**config.mk**
```make
export PLATFORM = sky130hd
export DESIGN_NAME = wb_arbiter_2m
export DESIGN_NICKNAME = d
export VERILOG_FILES = /design/src/rtl/wb_arb_pkg.sv /design/src/rtl/wb_arb_watchdog.sv /design/src/rtl/wb_arbiter_2m.sv
export SDC_FILE = /design/constraint.sdc
export NUM_CORES = 1
export LEC_CHECK = 0
export BUFFER_PORTS_ARGS = -buffer_cell sky130_fd_sc_hd__buf_4
export CELL_PAD_IN_SITES_DETAIL_PLACEMENT = 1
export CELL_PAD_IN_SITES_GLOBAL_PLACEMENT = 1
export CORE_AREA = 2 2 133 135
export DETAILED_ROUTE_END_ITERATION = 10
export DIE_AREA = 0 0 135 137
export GPL_ROUTABILITY_DRIVEN = 0
export PLACE_DENSITY = 0.62
export SKIP_CTS_REPAIR_TIMING = 1
export SLEW_MARGIN = 25
export SYNTH_ARGS = -nofsm -noshare
export SYNTH_HDL_FRONTEND = slang
export SYNTH_SLANG_ARGS = --single-unit
```
**constraint.sdc**
```tcl
create_clock -name clk_i -period 1.7 [get_ports clk_i]
set_input_delay 0.34 -clock clk_i [delete_from_list [all_inputs] [get_ports clk_i]]
set_output_delay 0.34 -clock clk_i [all_outputs]
set_load 0.02 [all_outputs]
```
**src/rtl/wb_arb_pkg.sv**
```systemverilog
// Shared types and constants for the two-master Wishbone arbiter.
// Holds the ownership state encoding, CTI burst codes and the default watchdog limit.
package wb_arb_pkg;

    typedef enum logic [1:0] {
        IDLE = 2'd0,
        OWN0 = 2'd1,
        OWN1 = 2'd2
    } arb_state_t;

    localparam logic [2:0] CTI_CLASSIC = 3'b000;
    localparam logic [2:0] CTI_INCR    = 3'b010;
    localparam logic [2:0] CTI_EOB     = 3'b111;

    localparam int TIMEOUT_DEFAULT = 255;

endpackage

```
**src/rtl/wb_arb_watchdog.sv**
```systemverilog
// Saturating stall counter for the arbiter watchdog.
// fire is high while the count sits at TIMEOUT; the owner of this block clears it.
module wb_arb_watchdog
    import wb_arb_pkg::*;
#(
    parameter int TIMEOUT = TIMEOUT_DEFAULT
) (
    input  logic clk,
    input  logic rst_n,
    input  logic count_en,
    input  logic clear,
    output logic fire
);

    localparam int CW = $clog2(TIMEOUT + 1);
    localparam logic [CW-1:0] LIMIT = CW'(TIMEOUT);

    logic [CW-1:0] count_reg;

    always_ff @(posedge clk or negedge rst_n) begin
        if (!rst_n) begin
            count_reg <= '0;
        end else if (clear) begin
            count_reg <= '0;
        end else if (count_en && (count_reg != LIMIT)) begin
            count_reg <= count_reg + CW'(1);
        end
    end

    assign fire = (count_reg == LIMIT);

endmodule

```
**src/rtl/wb_arbiter_2m.sv**
```systemverilog
// Two-master, one-slave Wishbone B3 arbiter with round-robin tie break and
// cycle-based ownership; a watchdog errors out accesses the slave never answers.
module wb_arbiter_2m
    import wb_arb_pkg::*;
#(
    parameter int AW      = 32,
    parameter int DW      = 32,
    parameter int TIMEOUT = TIMEOUT_DEFAULT
) (
    input  logic            clk_i,
    input  logic            nrst_i,
    input  logic [AW-1:0]   m0_adr_i,
    input  logic [DW-1:0]   m0_dat_i,
    input  logic [DW/8-1:0] m0_sel_i,
    input  logic            m0_we_i,
    input  logic [2:0]      m0_cti_i,
    input  logic [1:0]      m0_bte_i,
    input  logic            m0_cyc_i,
    input  logic            m0_stb_i,
    output logic [DW-1:0]   m0_dat_o,
    output logic            m0_ack_o,
    output logic            m0_err_o,
    output logic            m0_rty_o,
    input  logic [AW-1:0]   m1_adr_i,
    input  logic [DW-1:0]   m1_dat_i,
    input  logic [DW/8-1:0] m1_sel_i,
    input  logic            m1_we_i,
    input  logic [2:0]      m1_cti_i,
    input  logic [1:0]      m1_bte_i,
    input  logic            m1_cyc_i,
    input  logic            m1_stb_i,
    output logic [DW-1:0]   m1_dat_o,
    output logic            m1_ack_o,
    output logic            m1_err_o,
    output logic            m1_rty_o,
    output logic [AW-1:0]   s_adr_o,
    output logic [DW-1:0]   s_dat_o,
    output logic [DW/8-1:0] s_sel_o,
    output logic            s_we_o,
    output logic [2:0]      s_cti_o,
    output logic [1:0]      s_bte_o,
    output logic            s_cyc_o,
    output logic            s_stb_o,
    input  logic [DW-1:0]   s_dat_i,
    input  logic            s_ack_i,
    input  logic            s_err_i,
    input  logic            s_rty_i,
    output logic [1:0]      grant_o,
    output logic            timeout_o
);

    localparam int SW = DW / 8;
    localparam int RW = AW + DW + SW + 1 + 3 + 2;

    arb_state_t    state_reg, state_next;
    logic          last_reg;
    logic [1:0]    grant_reg;
    logic [1:0]    cyc, stb;
    logic [RW-1:0] req [2];
    logic [RW-1:0] s_req;
    logic          owner_valid, owner_idx, owner_cyc, owner_req;
    logic          resp, wd_limit, force_idle, fire;
    logic [1:0]    ack, err, rty;

    assign cyc    = {m1_cyc_i, m0_cyc_i};
    assign stb    = {m1_stb_i, m0_stb_i};
    assign req[0] = {m0_adr_i, m0_dat_i, m0_sel_i, m0_we_i, m0_cti_i, m0_bte_i};
    assign req[1] = {m1_adr_i, m1_dat_i, m1_sel_i, m1_we_i, m1_cti_i, m1_bte_i};

    assign owner_valid = (state_reg != IDLE);
    assign owner_idx   = (state_reg == OWN1);
    assign owner_cyc   = owner_valid & cyc[owner_idx];
    assign owner_req   = owner_cyc & stb[owner_idx];
    assign resp        = s_ack_i | s_err_i | s_rty_i;

    // The watchdog decision is taken from registered state only, so a slave
    // that answers combinationally from stb cannot form a loop through fire.
    assign force_idle = wd_limit & owner_req;
    assign fire       = force_idle & ~resp;

    // Re-arbitrate whenever the current owner is not holding cyc.
    always_comb begin
        state_next = state_reg;
        if (!owner_cyc) begin
            if (cyc == 2'b11)  state_next = last_reg ? OWN0 : OWN1;
            else if (cyc[0])   state_next = OWN0;
            else if (cyc[1])   state_next = OWN1;
            else               state_next = IDLE;
        end
    end

    always_ff @(posedge clk_i or negedge nrst_i) begin
        if (!nrst_i) begin
            state_reg <= IDLE;
            last_reg  <= 1'b1;
            grant_reg <= 2'b00;
        end else begin
            state_reg <= state_next;
            grant_reg <= {state_next == OWN1, state_next == OWN0};
            if ((state_next != state_reg) && (state_next != IDLE))
                last_reg <= (state_next == OWN1);
        end
    end

    wb_arb_watchdog #(
        .TIMEOUT (TIMEOUT)
    ) u_watchdog (
        .clk      (clk_i),
        .rst_n    (nrst_i),
        .count_en (owner_req & ~resp),
        .clear    (~owner_req | resp | wd_limit | (state_next != state_reg)),
        .fire     (wd_limit)
    );

    assign s_req = owner_valid ? req[owner_idx] : '0;
    assign {s_adr_o, s_dat_o, s_sel_o, s_we_o, s_cti_o, s_bte_o} = s_req;
    assign s_cyc_o = owner_cyc & ~force_idle;
    assign s_stb_o = owner_req & ~force_idle;

    for (genvar gi = 0; gi < 2; gi++) begin : g_resp
        assign ack[gi] = grant_reg[gi] & s_ack_i;
        assign err[gi] = grant_reg[gi] & (s_err_i | fire);
        assign rty[gi] = grant_reg[gi] & s_rty_i;
    end

    assign m0_ack_o  = ack[0];
    assign m0_err_o  = err[0];
    assign m0_rty_o  = rty[0];
    assign m1_ack_o  = ack[1];
    assign m1_err_o  = err[1];
    assign m1_rty_o  = rty[1];
    assign m0_dat_o  = s_dat_i;
    assign m1_dat_o  = s_dat_i;
    assign grant_o   = grant_reg;
    assign timeout_o = fire;

endmodule

```
==> impl_metrics.csv <==
group,metric,value,unit
synth,synth_area_leaders,"a22o_1 33%, buf_4 24%, dfrtp_1 15%, buf_2 2.3%, and2_1 1.6%",
floorplanning,core_area,17060,µm²
cts,cts_tree,"done",
power,switchingPower,0.9761,mW
critical_path,cp-start-kind,"register",
power,p_clk_frac,0.165,
cts,worstSkewPairLatency,0.24,ns
run_status,outcome,"complete, but fails checks",
sta,finalClockSkew,0.003260,ns
global_route,grt_overflow_total,0,
sta,hold_violations,0,
synth,syn_area,1983,µm²
cells_and_area,postLayoutCellArea,4260,µm²
placed_design,placed_cells_incl_taps,631,
power,seq_power_share,0.137,
floorplanning,die_w,135,µm
placed_design,hpwlAfterDp,8913,µm
synth,synth_top_area_cell,"a22o_1",
global_route,grt_pass1_wl,14300,µm
route,viasPerCell,4.091,
route,drt_wl_total,12040,µm
cells_and_area,final_cells,650,
synth,yosysMostFrequentCell,"a22o_1",
cells_and_area,largest_register_ffs,8,
route,antenna_left,0,
cells_and_area,fill_cells,2018,
synth,ys_async_sr_fraction,1.000,
power,finalPower,2.618,mW
sta,setup_viol,80,
synth,yosysSeqAreaShare,0.1647,
power,ir_worst_vdd,0.4180,mV
floorplanning,die_y,137,µm
placed_design,postPlaceCellArea,3677,µm²
synth,syn_area_per_cell,8.511,µm²
cells_and_area,drive_gt1_frac,0.6847,
floorplanning,dieArea,18500,µm²
critical_path,worst-path-max-fanout,4,
synth,ys_seq_elements,13,
cells_and_area,multiInputGateArea,1124,µm²
synth,synth_top_flop_cell,"dfrtp_1",
placed_design,port_buffers,241,
floorplanning,pin_count,338,
power,leakagePower,2.091,nW
synth,syn-num-nets,423,
run_status,violations,"negative setup slack",
sta,min_period,1.979,ns
sta,tns,-17.34,ns
critical_path,worst_ep_arrival_time,1.64,ns
synth,synth-edff-count,0,
global_route,grt_usage,0.09769,
cells_and_area,syn2layout_area_growth,114.8,%
sta,slew_headroom,0.7705,
synth,ys_warn_count,0,
cts,cts_made_buffers,3,
route,drt_iter0_drc,101,
run,drv_cap,0,
sta,slew_viol_final,0,
synth,netlist.area_leader.share,0.3268,
sta,worst_hold_slack,0.4747,ns
cts,clkTransAtPathRegs,0.04,ns
critical_path,critPathKind,"register to output port",
route,first_pass_iters,4,
floorplanning,rows,48,
sta,worst_pin_slew,0.3412,ns
global_route,grt_pass1_vias,2567,
floorplanning,start_util,0.1163,
synth,synthDistinctLibCells,35,
global_route,antenna_found_initial,0,
power,internal_power,1.642,mW
route,routedWlPerCell,18.52,µm
synth,yosys-top-cells-count,"74 x a22o_1, 64 x buf_4, 12 x dfrtp_1",
power,pwr-share-comb,0.698,
sta,rsz0062_at_grt,"yes",
sta,clock.fmax,505.4,MHz
placed_design,post-place-ws,-0.03435,ns
power,switching_share,0.3729,
cts,clock-root-buffer,"clkbuf_16",
synth,synthCells,233,
cells_and_area,nets,616,
global_route,grt_max_degree,55,
cts,cts_buffer_depth,2,
cts,cts.sinks,13,
cells_and_area,final_util,0.2498,
sta,worst_slack,-0.2786,ns
route,drc,0,
critical_path,required,1.36,ns
worst_hold_path,hold_class,"input port to register",
cts,cts.htree.levels,1,
sta,post-route-period-util,1.164,
critical_path,crit_path_end_kind,"output port",
cells_and_area,seq_area,327.8,µm²
power,power.density,614.5,nW/µm²
cells_and_area,insertedDiodeCount,0,
route,vias,2659,
## cell usage in the layout (no fill, tap or decap), types with 4 or more instances in the layout
master       n
buf_12       5
buf_4      200
buf_6       56
nand2_1      4
dfrtp_1     11
nor3_2       4
a22o_1      72
clkbuf_16    9
nor2b_1      4
nand3_1      6
and2_1       5
a21oi_1      5
## worst max-delay path, stage by stage, from the launching register on
cell and delay [ns]:
dfrtp_2 0.40, nand4b_4 0.18, a2111o_1 0.49, o21ai_1 0.17, buf_4 0.16
## path summary, 6_finish.rpt
path / startpoint / end / slack [ns] / depth (start not counted)
setup / recovery: state_reg[0]$_DFF_PN0_ / m1_err_o / -0.28 / 4
hold / removal: m0_cyc_i / last_reg$_DFFE_PN1P_ / 0.47 / 3
setup reg to reg: state_reg[0]$_DFF_PN0_ / u_watchdog.count_reg[7]$_DFFE_PN0P_ / 0 / 5
hold reg to reg: u_watchdog.count_reg[0]$_DFFE_PN0P_ / u_watchdog.count_reg[0]$_DFFE_PN0P_ / 0.55 / 2
max in group asynchronous: nrst_i / last_reg$_DFFE_PN1P_ / 0.97 / 2
min in group asynchronous: nrst_i / u_watchdog.count_reg[6]$_DFFE_PN0P_ / 0.49 / 2
## routing by layer
metal  vias to the layer above  routed length, µm  track usage
met5                         -                  0            0
met1                      1272               4161       0.1077
met3                        14               1126      0.02741
met4                         0                106      0.01273
li1                       1204                  -            -
met2                       169               6640       0.1898
## layout make-up
class,count,area share
timing repair buffer,271,0.5721
multi-input combinational,134,0.2637
sequential,13,0.07695
tap,225,0.06608
clock buffer,4,0.01850
inverter,3,0.002643
## power by group through the flow
stage / Combinational, mW / Clock [mW] / Sequential [mW]
floorplan: 0.919 / 0 / 0.363
global placement: 1.48 / 0 / 0.361
detailed placement: 1.51 / 0 / 0.362
CTS: 1.51 / 0.445 / 0.358
global route: 1.92 / 0.475 / 0.361
finish: 1.83 / 0.432 / 0.358
## cell families (layout without fill, tap and decap cells)
| logic type | count (synthesis) | after routing | share of synthesized area |
|---|---|---|---|
| xor gates and xnor gates | 3 | 3 | 0.01325 |
| AOI/OAI and AO/OA | 92 | 92 | 0.3912 |
| buffers and inverters | 86 | 278 | 0.2972 |
| and+or+nand+nor | 38 | 38 | 0.1274 |
| DFF | 13 | 13 | 0.1647 |
| adders and majority gates | 1 | 1 | 0.006308 |
No activity file was read; power rests on OpenSTA's default activity.
